## src/rtl/edge_event_arbiter.sv

```systemverilog
// ---------------------------------------------------------------------------
// edge_event_arbiter
//
// Multi-channel rising-edge detector and round-robin event scheduler.
// Each channel latches a pending flag on a rising edge of its level input.
// Pending events are handed one at a time to a single consumer over a
// valid/ready handshake. A rising edge that arrives while its channel is
// still pending (and not being accepted) sets a sticky overflow bit.
//
// Parameters:
//   N    number of input channels (2..16)
//   IDW  width of evt_id, equal to clog2(N)
//
// Ports:
//   clk           system clock, all state updates on posedge
//   rst           synchronous reset, active-high
//   en            global detect enable
//   sig[N]        per-channel level inputs, already synchronous to clk
//   mask[N]       per-channel detect enable, 1 = channel armed
//   evt_valid     event offered to the consumer
//   evt_ready     consumer accepts the offered event
//   evt_id[IDW]   channel index of the offered event
//   pending[N]    current pending flags
//   overflow[N]   sticky lost-edge flags
//   clr_overflow  clear all overflow bits
// ---------------------------------------------------------------------------
module edge_event_arbiter #(
  parameter int N   = 4,
  parameter int IDW = 2
) (
  input  logic           clk,
  input  logic           rst,
  input  logic           en,
  input  logic [N-1:0]   sig,
  input  logic [N-1:0]   mask,
  output logic           evt_valid,
  input  logic           evt_ready,
  output logic [IDW-1:0] evt_id,
  output logic [N-1:0]   pending,
  output logic [N-1:0]   overflow,
  input  logic           clr_overflow
);

  typedef enum logic {
    IDLE  = 1'b0,
    OFFER = 1'b1
  } state_t;

  state_t         state_q;
  state_t         state_d;

  logic [N-1:0]   sig_d;
  logic [N-1:0]   rise;
  logic [N-1:0]   acc;
  logic [N-1:0]   pending_d;
  logic [N-1:0]   overflow_set;
  logic [N-1:0]   overflow_d;

  logic           handshake;
  logic           valid_d;
  logic [IDW-1:0] id_d;
  logic [IDW-1:0] last_grant;
  logic [IDW-1:0] last_grant_d;

  logic           sel_found;
  logic [IDW-1:0] sel_id;
  logic [IDW-1:0] cand;

  // The delayed copy of sig tracks the input unconditionally, so re-enabling
  // a channel (mask or en) while its line is already high never looks like
  // a fresh rising edge.
  assign rise = sig & ~sig_d & mask & {N{en}};

  // Offer is only ever valid in OFFER, so qualifying on state is redundant
  // but keeps the handshake meaning obvious.
  assign handshake = (state_q == OFFER) & evt_valid & evt_ready;

  // One-hot view of the channel being accepted on this edge.
  always_comb begin
    acc = '0;
    if (handshake) begin
      acc[evt_id] = 1'b1;
    end
  end

  // A rise always (re)sets pending, which is why rise and accept on the same
  // channel in the same cycle leaves pending at 1 with no overflow. Overflow
  // only records a rise that lands on an event not being consumed now.
  always_comb begin
    pending_d    = (pending & ~acc) | rise;
    overflow_set = rise & pending & ~acc;
    overflow_d   = (clr_overflow ? '0 : overflow) | overflow_set;
  end

  // Edge-detect and event bookkeeping registers.
  always_ff @(posedge clk) begin
    if (rst) begin
      sig_d    <= '0;
      pending  <= '0;
      overflow <= '0;
    end else begin
      sig_d    <= sig;
      pending  <= pending_d;
      overflow <= overflow_d;
    end
  end

  // Round-robin search: walk channels starting one past the last grant and
  // wrap around, taking the first pending one. The last candidate visited
  // is last_grant itself, so a lone channel can be granted repeatedly.
  always_comb begin
    sel_found = 1'b0;
    sel_id    = '0;
    cand      = '0;
    for (int k = 1; k <= N; k++) begin
      cand = IDW'((int'(last_grant) + k) % N);
      if (!sel_found && pending[cand]) begin
        sel_found = 1'b1;
        sel_id    = cand;
      end
    end
  end

  // Scheduler state register. evt_valid and evt_id are registered so the
  // offer is glitch-free and stays stable for the whole OFFER phase.
  always_ff @(posedge clk) begin
    if (rst) begin
      state_q    <= IDLE;
      evt_valid  <= 1'b0;
      evt_id     <= '0;
      last_grant <= '0;
    end else begin
      state_q    <= state_d;
      evt_valid  <= valid_d;
      evt_id     <= id_d;
      last_grant <= last_grant_d;
    end
  end

  // Scheduler next-state logic. Returning to IDLE after every handshake
  // gives the mandatory one-cycle bubble between events; evt_ready in IDLE
  // has no effect because nothing is being offered.
  always_comb begin
    state_d      = state_q;
    valid_d      = evt_valid;
    id_d         = evt_id;
    last_grant_d = last_grant;
    case (state_q)
      IDLE: begin
        valid_d = 1'b0;
        if (sel_found) begin
          id_d    = sel_id;
          valid_d = 1'b1;
          state_d = OFFER;
        end
      end
      OFFER: begin
        if (evt_ready) begin
          valid_d      = 1'b0;
          last_grant_d = evt_id;
          state_d      = IDLE;
        end
      end
      default: begin
        valid_d = 1'b0;
        state_d = IDLE;
      end
    endcase
  end

endmodule

```

## config.mk

```make
export PLATFORM = sky130hd
export DESIGN_NAME = edge_event_arbiter
export DESIGN_NICKNAME = d
export VERILOG_FILES = /design/src/rtl/edge_event_arbiter.sv
export SDC_FILE = /design/constraint.sdc
export NUM_CORES = 1
export LEC_CHECK = 0
export CAP_MARGIN = 20
export CORE_MARGIN = 2
export CORE_UTILIZATION = 35
export DETAILED_ROUTE_END_ITERATION = 7
export SLEW_MARGIN = 5
export SYNTH_ARGS = -nofsm -noshare
export SYNTH_HDL_FRONTEND = slang
export SYNTH_SLANG_ARGS = --single-unit
```

## constraint.sdc

```tcl
create_clock -name clk -period 1.5 [get_ports clk]
set_clock_uncertainty 0.1 [all_clocks]
set_input_delay 0.3 -clock clk [delete_from_list [all_inputs] [get_ports clk]]
set_output_delay 0.3 -clock clk [all_outputs]
set_load 0.1 [all_outputs]
```

# [After elaboration in Yosys (flattened, before gate mapping)]
# Cells that the tools add are included.
[word_totals] ff_bits=18 out_inout_bits=11
[classes] add_sub_neg=4 magnitude_cmp=6 n_eq_ne=1 n_mux=25 bitwise_logic=13 n_reduce_logical=9
[op_table] operator="4-bit AND" n=6
[op_table] operator="2-bit by 3-bit < comparator with 1-bit output, second input constant" n=5
[op_table] operator="1-bit two-way mux" n=12
[op_table] operator="1-bit binary-select mux with 2-bit select" n=4
[op_table] operator="2-bit two-way mux" n=4
[op_table] operator="4-bit two-way mux" n=2
[op_table] operator="4-bit NOT" n=2
[op_table] operator="4-bit bitwise OR" n=2
[op_table] operator="2-bit by 1-bit adder with 2-bit output, second input constant" n=2
[op_table] operator="2-bit adder, second input constant" n=2
[op_table] operator="1-bit logical AND" n=4
[op_table] operator="1-bit one-hot mux with 2 select lines" n=2
[op_table] operator="2-bit AND reduction" n=2
[op_table] operator="1-bit logical NOT" n=3
[op_table] operator="1-bit AND" n=2
[op_table] operator="1-bit demux with 2-bit select" n=1
[op_table] operator="2-bit by 1-bit >= comparator with 1-bit output, second input constant" n=1
[op_table] operator="2-bit != test, second input constant" n=1
[op_table] operator="1-bit NOT" n=1

# [Longest topological paths before layout]
[logic_depth] depth_word=15 depth_mapped=5 mapped_depth_nobuf=4

# [Worst setup path before layout]
# Ideal clock, no wire load.
[synth_timing] path_type="register to register" start="register pending[2]" end="register evt_id[0]" setup_ns=0.088 arrival_time_ns=1.703 required_time_ns=1.312 setup_slack_ns=-0.391 path_stages_with_launch=5 path_buffers=0 synth_period_minus_slack_ns=1.891 cell_sequence="dfxtp_1 -> nor4_2 -> nor2_2 -> nor2_1 -> a311oi_2"
[synth_between] elab_chain_len=13
[synth_lines] item="from (decl)" line="39" text="output logic [N-1:0] pending,"
[synth_lines] item="from (signal assigned)" line="103" text="pending <= pending_d;"
[synth_lines] item="1-bit binary-select mux with 2-bit select" line="117" text="if (!sel_found && pending[cand]) begin"
[synth_lines] item="1-bit two-way mux (implied by the code)" line="117"
[synth_lines] item="1-bit two-way mux" line="117"
[synth_lines] item="1-bit logical NOT" line="117"
[synth_lines] item="1-bit logical AND" line="117"
[synth_lines] item="1-bit two-way mux" line="117"
[synth_lines] item="1-bit logical NOT" line="117"
[synth_lines] item="1-bit logical AND" line="117"
[synth_lines] item="1-bit two-way mux" line="117"
[synth_lines] item="1-bit logical NOT" line="117"
[synth_lines] item="1-bit logical AND" line="117"
[synth_lines] item="1-bit two-way mux" line="117"
[synth_lines] item="2-bit AND reduction (no line)"
[synth_lines] item="to (signal assigned)" line="135" text="evt_id <= id_d;"
[synth_lines] item="to (decl)" line="38" text="output logic [IDW-1:0] evt_id,"
# Parallel ways exist; a longest one is shown, timed or not. The select of a mux whose other input is x is not followed.
# A chain may end at the register's enable or synchronous reset.

# [Worst setup path after layout]
[layout_timing] start="input evt_ready" end="register overflow[0]"
[layout_between] elab_chain_len=5
[layout_lines] item="from (decl)" line="37" text="input logic evt_ready,"
[layout_lines] item="1-bit AND" line="76" text="assign handshake = (state_q == OFFER) & evt_valid & evt_ready;"
[layout_lines] item="4-bit two-way mux" line="81" text="if (handshake) begin"
[layout_lines] item="4-bit NOT" line="91" text="overflow_set = rise & pending & ~acc;"
[layout_lines] item="4-bit AND" line="91"
[layout_lines] item="4-bit bitwise OR" line="92" text="overflow_d = (clr_overflow ? '0 : overflow) | overflow_set;"
[layout_lines] item="to (signal assigned)" line="104" text="overflow <= overflow_d;"
[layout_lines] item="to (decl)" line="40" text="output logic [N-1:0] overflow,"
# Every way passes these cells.

==> impl_metrics.yaml <==
floorplan:
  io-pin-count: 24
  die_w_um: 51.04
  die_y_um: 51.04
  start_util_pct: 36.05
  core_um2: 2148
  die-area_um2: 2605
  num_rows: 17
global_route:
  grt_pass1_wl_mm: 2.822
  use_met1_pct: 19.67
  antenna_found_initial: 0
  busiest_layer: "met2"
  grt_max_degree: 19
  met2_usage_pct: 22.08
  grt_pass1_vias: 626
  grt_use_met3_pct: 3.509
  grt_use_total_pct: 14.47
  grt_overflow_total: 0
timing:
  min_period_over_period_pct: 91.20
  fin_crit_ps: 1368
  final_hold_viol_count: 0
  setup_tns_ps: 0
  timing.fmax_mhz: 731.0
  timing.hold.ws_ps: 431.4
  finalSetupViolations: 0
  rsz0062_at_grt: "no"
  drv_slew: 0
  relSlewSlack_pct: 80.13
  worst_slew_pin_slew_ps: 295.7
  layout_setup_ws_ps: 132.0
synthesis:
  synth_top_area_share_pct: 46.53
  synth_seq_cells: 18
  yosys_warnings: 0
  synth_cell_types: 28
  synth_area_leaders: "dfxtp_1, nor2b_1, nand4b_1"
  synth_cells: 85
  syn_area_um2: 774.5
  synth-edff-count: 0
  syn_nets: 98
  async_reset_ff_share_pct: 0
  synth-main-ff-cell: "dfxtp_1"
  ys_seq_area_share_pct: 46.53
  yosysTopAreaCell: "dfxtp_1"
  avgSynthCellArea_um2: 9.112
power_and_ir_drop:
  power.switching_uw: 366.9
  p_int_uw: 741.4
  seq_power_share_pct: 49.7
  p_per_area_nw_per_um2: 918.9
  p_clk_share_pct: 22.8
  combinationalPowerShare_pct: 27.5
  vdd_ir_drop_max_uv: 660.2
  p_total_mw: 1.108
  p_leak_nw: 0.4157
  switching_share_pct: 33.11
cells_and_area:
  fin_area_um2: 1206
  final_cell_mix: "clkdlybuf4s50_1, buf_12, dfxtp_1"
  fin_cells: 140
  final_nets: 126
  n_antenna_cell: 0
  syn2layout_area_growth_pct: 55.74
  utilization_pct: 56.14
  drive_gt1_share_pct: 27.68
setup_path:
  critPathLaunch: "evt_ready"
  cp_max_fo: 4
  rrSetupSlack_ps: 200
  arrival_ps: 1460
  crit_type: "in -> reg"
  required_ps: 1600
  cp-end-kind: "flop"
  start_kind: "primary input"
  r2r_start: "state_q$_SDFF_PP0_"
clock_network:
  clk_pin_slew_worst_paths_ps: 100
  cts_buffer_depth: 2
  cts_root_buf: "clkbuf_4"
  numCtsBuffers: 3
  holdBufCountCts: 0
  ctsHtreeMaxLevel: 1
  cts_tree: "yes"
  postCtsSetupRepairBufs: 0
  cts_sinks: 18
  cts-resized-gates: 0
  clk_latency_ps: 290
drt:
  antenna_left: 0
  wl_mm: 1.661
  first_iter_violations: 4
  num_vias: 708
  drc: 0
  first_pass_iters: 4
  wl_per_cell_um: 11.86
  routed_via_density: 5.057
placement:
  pre_cts_ws_ps: -170.9
  dp.cells: 136
  dpl_cell_area_um2: 1180
  dp_hpwl_mm: 1.291
  gp_congestion: 0.7636
  port_buffers: 23
run_status:
  status: "finished clean"
min_path:
  hold_start: "sig_d[0]$_SDFF_PP0_"
  hold_path.class: "reg -> reg"
flow_run:
  max-cap-violations: 0
[cells by family (layout without fill, tap and decap cells)]
| family | after synthesis | in the layout | synth area share (%) |
|---|---|---|---|
| flops | 18 | 18 | 46.53 |
| buf+inv | 9 | 36 | 4.523 |
| compound gates | 25 | 25 | 22.78 |
| simple gates | 33 | 33 | 26.17 |
[cell usage after synthesis, types with 2 or more instances]
cell type / instances
dfxtp_1: 18
inv_1: 7
nand2_1: 7
nor2b_1: 7
a21oi_1: 6
nor2_1: 6
o22ai_1: 5
nand4b_1: 4
nand3_1: 2
o21ai_0: 2
o21ai_1: 2
o221ai_1: 2
o31ai_2: 2
[routing by layer]
layer  up-vias  share of wire, %
li1        362                 -
met1       315                46
met2        27                47
met3         4               6.3
met4         0               1.5
met5         -                 0
[critical path: stages]
cell	delay, ps
clkdlybuf4s50_1	550
nand2_2	110
o31ai_2	260
o22ai_1	120
nor2b_4	130
[registers in the layout, indices dropped and copies added (netlist names)]
signal      flops
pending         4
last_grant      2
evt_id          2
sig_d           4
overflow        4
state_q         1
evt_valid       1
[path summary, 6_finish.rpt]
| kind | end | depth (start not counted) |
|---|---|---|
| setup / recovery | overflow[0]$_SDFF_PP0_ | 5 |
| hold / removal | pending[0]$_SDFF_PP0_ | 2 |
| setup reg to reg | overflow[0]$_SDFF_PP0_ | 4 |
| hold reg to reg | pending[0]$_SDFF_PP0_ | 2 |
[layout make-up]
type,instances,area (µm²)
Fill cell,182,942.2
Multi-Input combinational cell,58,379.1
Sequential cell,18,371.6
Timing Repair Buffer,25,367.9
Tap cell,28,35.03
Clock buffer,4,26.28
Inverter,7,26.28
[power by group through the flow]
stage	clock network (mW)	logic, mW	registers, mW
after floorplan	0	0.0736	0.657
after global placement	0	0.303	0.561
after detailed placement	0	0.306	0.562
after CTS	0.258	0.307	0.551
after global routing	0.290	0.319	0.557
final	0.253	0.304	0.551
No activity file was read; power rests on OpenSTA's default activity.
